$ cat config.mk
export PLATFORM = sky130hd
export DESIGN_NAME = inst_fetch_unit
export DESIGN_NICKNAME = d
export VERILOG_FILES = /design/src/rtl/defines.sv /design/src/rtl/fetch_pkg.sv /design/src/rtl/fetch_fifo.sv /design/src/rtl/inst_fetch_unit.sv
export SDC_FILE = /design/constraint.sdc
export NUM_CORES = 1
export LEC_CHECK = 0
export CAP_MARGIN = 0
export CORE_MARGIN = 1.5
export CORE_UTILIZATION = 40
export CTS_BUF_LIST = sky130_fd_sc_hd__clkbuf_8 sky130_fd_sc_hd__clkbuf_16
export CTS_CLUSTER_DIAMETER = 50
export DETAILED_ROUTE_END_ITERATION = 10
export HOLD_SLACK_MARGIN = 0.08
export SYNTH_ARGS = -nofsm -noshare
export SYNTH_HDL_FRONTEND = slang
export SYNTH_SLANG_ARGS = --single-unit
export TNS_END_PERCENT = 30
$ cat constraint.sdc
create_clock -name clk -period 6.09 [get_ports clk]
set_input_delay 1.218 -clock clk [delete_from_list [all_inputs] [get_ports clk]]
set_output_delay 1.218 -clock clk [all_outputs]
set_load 0.02 [all_outputs]
$ cat src/rtl/defines.sv
// Project-wide defaults shared by the fetch front end.
`ifndef RESET_VECTOR
`define RESET_VECTOR 32'h0000_0000
`endif

$ cat src/rtl/fetch_pkg.sv
// Shared types and constants for the instruction fetch front end.
package fetch_pkg;

   localparam int INSTR_BYTES = 4;

   typedef struct packed {
      logic [31:0] pc;
      logic [31:0] instr;
   } fetch_entry_t;

   typedef enum logic {
      FETCH = 1'b0,
      FLUSH = 1'b1
   } fetch_state_e;

   // Clears the byte-offset bits so every fetch address is word aligned.
   function automatic logic [31:0] word_align(input logic [31:0] addr);
      return addr & ~32'(INSTR_BYTES - 1);
   endfunction

endpackage

$ cat src/rtl/fetch_fifo.sv
// Small synchronous FIFO with push/pop/flush; head entry is read combinationally.
module fetch_fifo
   import fetch_pkg::*;
#(
   parameter int  DEPTH = 2,
   parameter type T     = fetch_entry_t,
   localparam int CW    = $clog2(DEPTH + 1)
) (
   input  logic          clk,
   input  logic          reset,
   input  logic          push,
   input  T              wdata,
   input  logic          pop,
   input  logic          flush,
   output T              rdata,
   output logic [CW-1:0] count,
   output logic          full,
   output logic          empty
);

   localparam int PW = (DEPTH > 1) ? $clog2(DEPTH) : 1;

   T              mem [DEPTH];
   logic [PW-1:0] rdPtr;
   logic [PW-1:0] wrPtr;
   logic          doPush;
   logic          doPop;

   function automatic logic [PW-1:0] ptr_inc(input logic [PW-1:0] p);
      return (p == PW'(DEPTH - 1)) ? '0 : p + 1'b1;
   endfunction

   assign empty  = (count == '0);
   assign full   = (count == CW'(DEPTH));
   assign doPop  = pop && !empty;
   // A push into a full FIFO is only accepted when the head leaves in the same cycle.
   assign doPush = push && (!full || doPop);
   assign rdata  = mem[rdPtr];

   always_ff @(posedge clk) begin
      if (reset || flush) begin
         rdPtr <= '0;
         wrPtr <= '0;
         count <= '0;
      end else begin
         if (doPush) wrPtr <= ptr_inc(wrPtr);
         if (doPop)  rdPtr <= ptr_inc(rdPtr);
         if (doPush && !doPop)      count <= count + 1'b1;
         else if (doPop && !doPush) count <= count - 1'b1;
      end
   end

   always_ff @(posedge clk) begin
      if (doPush && !flush) mem[wrPtr] <= wdata;
   end

   a_no_overflow: assert property (@(posedge clk) disable iff (reset || flush)
      !(push && full && !pop));

endmodule

$ cat src/rtl/inst_fetch_unit.sv
// Fetch stage: owns the PC, issues word reads under a credit limit and buffers returned words for decode.
`ifndef RESET_VECTOR
`define RESET_VECTOR 32'h0000_0000
`endif

module inst_fetch_unit
   import fetch_pkg::*;
#(
   parameter logic [31:0] RESET_PC = `RESET_VECTOR,
   parameter int          DEPTH    = 2
) (
   input  logic        clk,
   input  logic        reset,
   output logic        imemReq,
   output logic [31:0] imemAddr,
   input  logic        imemGnt,
   input  logic        imemRValid,
   input  logic [31:0] imemRData,
   input  logic        redirect,
   input  logic [31:0] redirectPc,
   output logic        instrValid,
   output logic [31:0] instrCode,
   output logic [31:0] instrPc,
   input  logic        instrReady
);

   localparam int CW = $clog2(DEPTH + 1);

   fetch_state_e  state;
   fetch_state_e  stateNext;
   logic [31:0]   pc;
   logic [31:0]   pcNext;
   logic [CW-1:0] outstanding;
   logic [CW-1:0] count;
   logic [CW-1:0] dropCnt;
   logic [CW-1:0] dropNext;
   logic [CW:0]   credit;
   logic          issue;
   logic          respValid;
   logic          bufPush;
   logic          bufPop;
   logic          tagFull;
   logic          tagEmpty;
   logic          bufFull;
   logic          bufEmpty;
   logic [31:0]   tagPc;
   fetch_entry_t  bufIn;
   fetch_entry_t  bufHead;

   assign credit    = {1'b0, outstanding} + {1'b0, count};
   assign imemReq   = !reset && (state == FETCH) && !redirect && (credit < (CW+1)'(DEPTH));
   assign imemAddr  = pc;
   assign issue     = imemReq && imemGnt;

   // Responses with nothing outstanding are ignored rather than corrupting the tag queue.
   assign respValid = imemRValid && !tagEmpty;
   assign bufPush   = respValid && (dropCnt == '0) && !redirect;
   assign bufIn     = '{pc: tagPc, instr: imemRData};

   assign instrValid = !bufEmpty && (state == FETCH);
   assign instrCode  = instrValid ? bufHead.instr : '0;
   assign instrPc    = instrValid ? bufHead.pc    : '0;
   assign bufPop     = instrValid && instrReady && !redirect;

   fetch_fifo #(
      .DEPTH (DEPTH),
      .T     (logic [31:0])
   ) u_tag_q (
      .clk   (clk),
      .reset (reset),
      .push  (issue),
      .wdata (pc),
      .pop   (respValid),
      .flush (1'b0),
      .rdata (tagPc),
      .count (outstanding),
      .full  (tagFull),
      .empty (tagEmpty)
   );

   fetch_fifo #(
      .DEPTH (DEPTH),
      .T     (fetch_entry_t)
   ) u_instr_buf (
      .clk   (clk),
      .reset (reset),
      .push  (bufPush),
      .wdata (bufIn),
      .pop   (bufPop),
      .flush (redirect),
      .rdata (bufHead),
      .count (count),
      .full  (bufFull),
      .empty (bufEmpty)
   );

   always_ff @(posedge clk) begin
      if (reset) begin
         state   <= FETCH;
         pc      <= word_align(RESET_PC);
         dropCnt <= '0;
      end else begin
         state   <= stateNext;
         pc      <= pcNext;
         dropCnt <= dropNext;
      end
   end

   always_comb begin
      pcNext    = pc;
      dropNext  = dropCnt;
      stateNext = state;
      if (redirect) begin
         // Everything still in flight belongs to the abandoned path, except a word returning right now.
         pcNext   = word_align(redirectPc);
         dropNext = outstanding - CW'(respValid);
      end else begin
         if (issue) pcNext = pc + 32'(INSTR_BYTES);
         if (respValid && (dropCnt != '0)) dropNext = dropCnt - 1'b1;
      end
      case (state)
         FETCH:   if (dropNext != '0) stateNext = FLUSH;
         FLUSH:   if (dropNext == '0) stateNext = FETCH;
         default: stateNext = FETCH;
      endcase
   end

   a_resp_tracked: assert property (@(posedge clk) disable iff (reset)
      !(imemRValid && tagEmpty));
   a_tag_credit: assert property (@(posedge clk) disable iff (reset)
      !(issue && tagFull));
   a_buf_credit: assert property (@(posedge clk) disable iff (reset)
      !(bufPush && bufFull && !bufPop));

endmodule

# Yosys cells after proc, flatten, opt, wreduce, memory -nomap -nowiden
# Memory sizes are Yosys's and may differ from the RTL's. A register that Yosys moved wholly into a read port is not among the register bits.
# Cells that the tools add are included.
totals:
  in_bits: 70
  mem_bits_rw: 192
  output_inout_bits: 98
  register_bits: 43
  wordCells: 96
  memories: 2
mem_list:
  columns: ["memory", "depth", "word_bits", "rd", "rd_ports_with_merged_regs", "wr", "line_no", "rtl"]
  rows:
  - ["u_instr_buf.mem", 2, 64, 1, 1, 1, "fetch_fifo.sv:23", "T mem [DEPTH];"]
  - ["u_tag_q.mem", 2, 32, 1, 1, 1, "fetch_fifo.sv:23", null]
op_classes:
  magnitude_cmp: 1
  n_reduce_logical: 43
  n_bitwise: 1
  n_eq_ne: 2
  n_addsub: 12
  mux: 25
ops:
  columns: ["op", "count"]
  rows:
  - ["2-to-1 mux 32 bit", 4]
  - ["adder 32 x 3 -> 32 bit, second input constant", 1]
  - ["logical AND 1 bit", 20]
  - ["2-to-1 mux 1 bit", 14]
  - ["2-to-1 mux 2 bit", 6]
  - ["zero test 1 bit", 10]
  - ["nonzero test 2 bit", 5]
  - ["zero test 2 bit", 4]
  - ["subtractor 2 x 1 -> 2 bit, second input constant", 3]
  - ["adder 1 bit, second input constant", 4]
  - ["adder 2 x 1 -> 2 bit, second input constant", 2]
  - ["equality test 2 bit, second input constant", 2]
  - ["adder 2 x 2 -> 3 bit", 1]
  - ["logical OR 1 bit", 3]
  - ["less-than comparator 3 x 2 -> 1 bit, second input constant", 1]
  - ["case mux 1 bit (2 select lines)", 1]
  - ["OR reduction 2 bit", 1]
  - ["subtractor 2 x 1 -> 2 bit", 1]
  - ["inverter 1 bit", 1]

# Longest topological paths before layout
# Gate-level depths: netlist (run 1).
logic_depth:
  word_depth: 12
  depth_mapped: 9
  depth_no_buf: 8

# Cells and area by module
# Synthesis (run 1) repeated with hierarchy kept, for this count alone.
hier_totals:
  cells_unflattened: 697
  area_unflattened_um2: 9994.6
by_module_without_submodules:
  columns: ["mod", "seq_area_each_um2", "cells_each", "instances", "area_per_inst_um2"]
  rows:
  - ["fetch_fifo (u_instr_buf)", 3943.8, 226, 1, 4877.2]
  - ["inst_fetch_unit", 660.6, 344, 1, 2575.0]
  - ["fetch_fifo (u_tag_q)", 2021.9, 127, 1, 2542.4]

# Worst setup path after synthesis (run 1)
# No wires, ideal clock.
synth_path:
  path_type: "input to register"
  from: "in redirect"
  to: "mem u_tag_q.mem[0][10] (netlist name), enable pin"
  arrival_ps: 4986
  n_path_buf: 3
  cell_stages: 5
  t_required_ps: 5597
  setup_slack_ps: 611
  setup_time_ps: 493
  path_cell_list: "clkbuf_1 -> or2_2 -> clkbuf_1 -> clkbuf_1 -> nor4_1"
synth_via:
  elab_chain_cells: 7
synth_rtl:
  columns: ["item", "line_no", "rtl"]
  rows:
  - ["from (decl)", "inst_fetch_unit.sv:19", "input logic redirect,"]
  - ["zero test 1 bit", "inst_fetch_unit.sv:51", "assign imemReq = !reset && (state == FETCH) && !redirect && (credit < (CW+1)'(DEPTH));"]
  - ["logical AND 1 bit (2 in a row)", "inst_fetch_unit.sv:51", null]
  - ["logical AND 1 bit", "inst_fetch_unit.sv:53", "assign issue = imemReq && imemGnt;"]
  - ["logical AND 1 bit", "fetch_fifo.sv:37", "assign doPush = push && (!full || doPop);"]
  - ["2-to-1 mux 1 bit", "fetch_fifo.sv:54", "if (doPush && !flush) mem[wrPtr] <= wdata;"]
  - ["2-to-1 mux 1 bit (implied by the code)", "fetch_fifo.sv:54", null]
  - ["to (decl)", "fetch_fifo.sv:23", null]
# Every way passes these cells.

# Worst setup path in the final report (run 1)
layout_path:
  from: "in reset"
  to: "out imemReq"
layout_via:
  elab_chain_cells: 4
layout_rtl:
  columns: ["item", "line_no", "rtl"]
  rows:
  - ["from (decl)", "inst_fetch_unit.sv:13", "input logic reset,"]
  - ["zero test 1 bit", "inst_fetch_unit.sv:51", null]
  - ["logical AND 1 bit (3 in a row)", "inst_fetch_unit.sv:51", null]
  - ["to (decl)", "inst_fetch_unit.sv:14", "output logic imemReq,"]
# Every way passes these cells.

==> results of run 1 <==
## kinds of logic (layout without fill, tap and decap cells)
logic type      Yosys count  after routing  share of synthesized area
simple gates            195            195                      0.104
xor+xnor                 37             37                     0.0352
buf+inv                  48            231                     0.0221
other cells               1              4                   0.000407
flops                   227            227                      0.693
mux                      97             97                      0.109
compound gates           38             38                     0.0268
fa+ha+maj                 6              6                    0.00897
## worst max-delay path, stage by stage
cell             delay [ps]
clkdlybuf4s50_1         400
buf_4                   260
or2_2                   460
nor4_1                  290
clkdlybuf4s50_1         680
## flip-flops by register name, summed over array words and instances (netlist names), named ones only
register           count
u_instr_buf.wrPtr      1
u_tag_q.mem           60
state                  1
u_tag_q.wrPtr          1
imemAddr              30
u_instr_buf.rdPtr      1
u_instr_buf.count      2
u_tag_q.rdPtr          1
u_tag_q.count          2
u_instr_buf.mem      124
dropCnt                2
## power breakdown
| group | internal [W] | switching (W) |
|---|---|---|
| sequential | 0.00181 | 0.0000664 |
| clock | 0.00101 | 0.000618 |
| combinational | 0.000249 | 0.000286 |
| total | 0.00307 | 0.000971 |
## synth_stat cells (5+ instances only)
master    count
xor2_1       12
nand4_1       9
dfxtp_1      43
inv_1        11
or3_1         7
nor3_1       10
xnor2_1      25
clkbuf_1     26
ha_1          5
a21oi_1       9
mux2i_1      67
mux2_2       30
a211oi_1     18
edfxtp_1    184
o21ai_0       6
nor2_1      101
nand2_1      24
nand3_1       9
nor4_1       10
## final timing paths
path / startpoint / slack (ps) / cells after the start / to
worst max-delay path: reset / 1550 / 5 / imemReq
worst min-delay path: imemAddr[31] / 490 / 0 / u_tag_q.mem[1][31]
worst max register to register: u_tag_q.count[0] / 2580 / 5 / u_tag_q.mem[0][15]
worst min register to register: imemAddr[31] / 490 / 0 / u_tag_q.mem[1][31]
## layer usage
layer / up-vias / part of all wire
met1: 2662 / 0.43
met2: 176 / 0.49
met5: - / 0
met3: 30 / 0.060
li1: 2719 / -
met4: 0 / 0.020
## per-stage QoR
step | cells | utilization | setup WS, ps | area, sq um | hold WS (ps)
finish | 1120 | 0.532 | 1550 | 12000 | 486
global route | 1120 | 0.532 | 1370 | 12000 | 513
CTS | 1120 | 0.532 | 1550 | 12000 | 494
detailed placement | 1070 | 0.491 | 1560 | 11100 | 474
global placement | 1070 | 0.491 | 1550 | 11100 | 475
floorplan | 652 | - | 611 | 9220 | 472
## layout make-up
type                            count  area, sq um
Clock inverter                     21          221
Inverter                           12         45.0
Clock buffer                       29          703
Timing Repair Buffer              169         1680
Multi-Input combinational cell    377         2650
Sequential cell                   227         6390
Fill cell                        1870        10600
Tap cell                          285          357
## layout by cell type (no fill, tap or decap), drive strengths merged, types with 10 or more instances in the layout
cell and n:
xor2 12, a211oi 18, mux2 30, inv 19, edfxtp 184, nor3 10, xnor2 25, clkbuf 29
clkdlybuf4s50 161, nand2 24, mux2i 67, dfxtp 43, nor2 101, nor4 14
==> run metrics, run 1 <==
CTS tree=done; Syn Area/Cell=around 14 sq um; crit path kind=primary input to output pin; PortBufs=about 160; share of layout cells above drive strength 1=0.110; worst vdd rail ir drop=0.166 mV; CTS Sinks=around 230; worst slew pin tran=1290 ps; met1 Resource Use GR=0.210; minimum clock period=between 4000 and 5000 ps; drt total wl=19800 microns; CORE AREA=about 23000 sq um; Hold Path Class=flop to flop; post-synthesis instance total=649; Vias/cell=4.99; MaxCap Viol Count=0; Setup-failing EPs final=0; I/O pin total=168; height of the die=155 microns; Syn. warnings=0; global-route wire length before repair=31200 microns; area leader, netlist=edfxtp_1; GRT busiest layer=met2; initial antenna violation count=0; H-tree depth=1; chip width=155 microns; mapped cell area=9210 sq um; Worst-Skew Late Latency=approximately 530 ps; Final HPWL DP=around 12000 microns; Layout area overhead=30.8%; CTS clock-pin slew for the worst setup and hold paths=50 ps; Inserted Diodes=0; worst-path maximum fanout=39; main area contributors after synthesis=edfxtp_1 (60%), dfxtp_1 (9.3%), mux2i_1 (7.3%), nor2_1 (4.1%), mux2_2 (3.7%); Total Die Area=23900 sq um; GRT Total Usage=0.167; root buffer cell=clkbuf_16; share of the synthesized area in the top cell type=0.600; Critical Path RT=4870 ps; ys flop type=edfxtp_1; Post-synth EDFFs=approximately 180; met3 Track Usage GR=0.0381; DR DRC count=0; wire per inst=17.6 microns; PostCTS Resize Cnt=0; Netlist cell types=44; Static Leak=3.90 nW; CP Launch Type=primary input; antenna-violating nets left=0; RSZ-0062 raised after global routing=false; PwrDens=335 nW/um^2; relative slew slack=0.135; Initial Util=0.407; CTS hold repair buffers=0; largest net degree at the start of global routing=63; Nets=890; DRT iter0 DRCs=314; CP arrival=3330 ps; Seq/Total Area, Yosys=0.693; asr flop ratio synth=0; GR Util met2=0.286; status=finished clean; TNS Setup=0 ps; post-CTS setup buffers=0; fin crit share=0.746; Max Slew Vio Count=0; Worst Skew=16.3 ps; DRT Pass-1 Iters=4; vias in the first global route=5792; Hold Vio Cnt, Final=0; via count=5587; FMAX=220 MHz; cts bufs inserted=27; GP Congestion=around 0.8; Worst setup EP type=output pin; total congestion overflow=0; Seq cells post-synth=227; FP Rows=between 50 and 60; Max clock buf depth=3; Total Power=0.00404 W
No activity file was read; power rests on OpenSTA's default activity.
==> run 2: changes to the inputs <==
==> constraint.sdc (replaced) <==
create_clock -name clk -period 4.5 [get_ports clk]
set_input_delay 0.9 -clock clk [delete_from_list [all_inputs] [get_ports clk]]
set_output_delay 0.9 -clock clk [all_outputs]
set_load 0.02 [all_outputs]
==> run metrics, run 2 (synthesized netlist as in run 1, its figures left out) <==
status=finished clean; CP delay by family, top=buffers and inverters; PwrDens=429 nW/um^2 (+28%); height of the die=155 microns (unchanged); worst slew pin tran=935 ps (-351 ps); DR DRC count=0 (unchanged); crit path kind=flop to output pin; CTS Sinks=227 (unchanged); relative slew slack=0.376 (+0.241); Setup-failing EPs final=0 (unchanged); post-CTS setup buffers=0 (unchanged); Max clock buf depth=3 (unchanged); Clk pwr share=0.360 (-0.042); vias in the first global route=5895 (+1.8%); Nets=891 (+0.11%); Total Die Area=23900 sq um (unchanged); CTS tree=done; FMAX=276 MHz; Worst-Skew Late Latency=500 ps (-30 ps); chip width=155 microns (unchanged); Crit path largest cell delay=940 ps (+260 ps); I/O pin total=168 (unchanged); via count=5635 (+0.86%); global-route wire length before repair=31400 microns (+0.44%); drt total wl=20000 microns (+1.4%); total congestion overflow=0 (unchanged); Final HPWL DP=13100 microns (+5.1%); MaxCap Viol Count=0 (unchanged); Inserted Diodes=0 (unchanged); Hold Vio Cnt, Final=0 (unchanged); most frequent cells in the layout=edfxtp_1 (184), clkdlybuf4s50_1 (161), nor2_1 (101), mux2i_1 (67), dfxtp_1 (42); DRT iter0 DRCs=273 (-13%); fin crit share=0.805; Static Leak=3.85 nW (-1.2%); Hold Path Class=flop to flop; CTS clock-pin slew for the worst setup and hold paths=60 ps (about the same); Layout area overhead=29.3%; Vias/cell=5.04 (+1.1%); PostCTS Resize Cnt=0 (unchanged); CP Launch Type=flop; Critical Path RT=3600 ps (-1270 ps); GP Congestion=0.798 (about the same); Switch Pwr=0.00124 W (+28%); sequential cell area=6390 sq um (unchanged); DRT Pass-1 Iters=4 (unchanged); H-tree depth=1 (unchanged); worst-path cell chain=buf_4 -> mux2i_1 -> nor2_1 -> clkdlybuf4s50_1; worst-path maximum fanout=49 (+26%); RSZ-0062 raised after global routing=false; largest net degree at the start of global routing=63 (unchanged); TNS Setup=0 ps (unchanged); combinational fraction of design power=0.142 (+0.009); Internal Power=0.00387 W (+26%); FILL cells=1911 (+2.2%); Reg power frac=0.498 (+0.033); PortBufs=161 (unchanged); Worst setup EP type=output pin; root buffer cell=clkbuf_16; slowest cell on the critical path=dfxtp_4; worst vdd rail ir drop=0.309 mV (+86%); wire per inst=17.9 microns (+1.6%); cts bufs inserted=25 (-7.4%); most common cell after layout, fill and taps aside=edfxtp_1; switching portion of total power=0.243 (+0.00248); Max Slew Vio Count=0 (unchanged); GRT Total Usage=0.167 (+0.000419); share of layout cells above drive strength 1=0.102 (-0.00802); Total Power=0.00511 W (+27%); area occupied by multi-input gates=2660 sq um (+0.33%); worst path bufs/invs=2 (-1); FP Rows=55 (unchanged); Worst Skew=10.2 ps (-6.08 ps); largest reg by FF count=u_instr_buf.mem; max reg flops=124 (unchanged); CORE AREA=22600 sq um (unchanged); minimum clock period=3620 ps; antenna-violating nets left=0 (unchanged); Initial Util=0.407 (unchanged); initial antenna violation count=0 (unchanged); CTS hold repair buffers=0 (unchanged); CP arrival=2720 ps (-610 ps)
[run 2: changes by cell type in the layout (fill, tap and decap cells not counted)]
cell        delta
clkbuf_16      -2
nor4_4         +1
buf_4          +3
bufinv_16      -3
clkbuf_8       -1
clkinvlp_4     -2
nor4_2         -1
clkinv_1       +1
inv_1          +3
clkinv_4       -2
[run 2: final timing paths]
check                             to  cells past startpoint  slack, ps        startpoint
setup / recovery        instrCode[6]                      4        880              flop
hold / removal    u_tag_q.mem[0][31]                      0        500      imemAddr[31]
setup reg to reg        imemAddr[25]                      7       1250  u_tag_q.count[0]
hold reg to reg   u_tag_q.mem[0][31]                      0        500      imemAddr[31]
[run 2: layer usage]
| layer | track usage | share of wire | vias up |
|---|---|---|---|
| met5 | 0 | 0 | - |
| met4 | 0.0490 | 0.022 | 0 |
| met3 | 0.0342 | 0.059 | 37 |
| met2 | 0.295 | 0.50 | 175 |
| met1 | 0.208 | 0.42 | 2703 |
| li1 | - | - | 2720 |
[run 2: power groups by stage]
stage	clock [W]	sequential (W)	combinational, W
final	0.00184	0.00255	0.000726
after global routing	0.00199	0.00256	0.000790
after CTS	0.00189	0.00255	0.000737
after detailed placement	0	0.00259	0.000728
after global placement	0	0.00258	0.000711
after floorplan	0	0.00258	0.000436
[run 2: cell type report]
| class | instances | share of cell area |
|---|---|---|
| Clock buffer | 26 | 0.0537 |
| Timing Repair Buffer | 172 | 0.143 |
| Multi-Input combinational cell | 377 | 0.223 |
| Clock inverter | 18 | 0.00956 |
| Inverter | 12 | 0.00378 |
| Sequential cell | 227 | 0.537 |
| Tap cell | 285 | 0.0299 |
[run 2: metrics by stage]
stage | util | cell area (sq um) | hold WS, ps | std cells | setup slack (ps)
after floorplan | - | 9230 | 472 | 652 | -179
after global placement | 0.493 | 11200 | 480 | 1073 | 896
final | 0.526 | 11900 | 503 | 1117 | 877
after global routing | 0.526 | 11900 | 526 | 1117 | 703
after detailed placement | 0.493 | 11200 | 486 | 1073 | 940
after CTS | 0.526 | 11900 | 501 | 1117 | 789
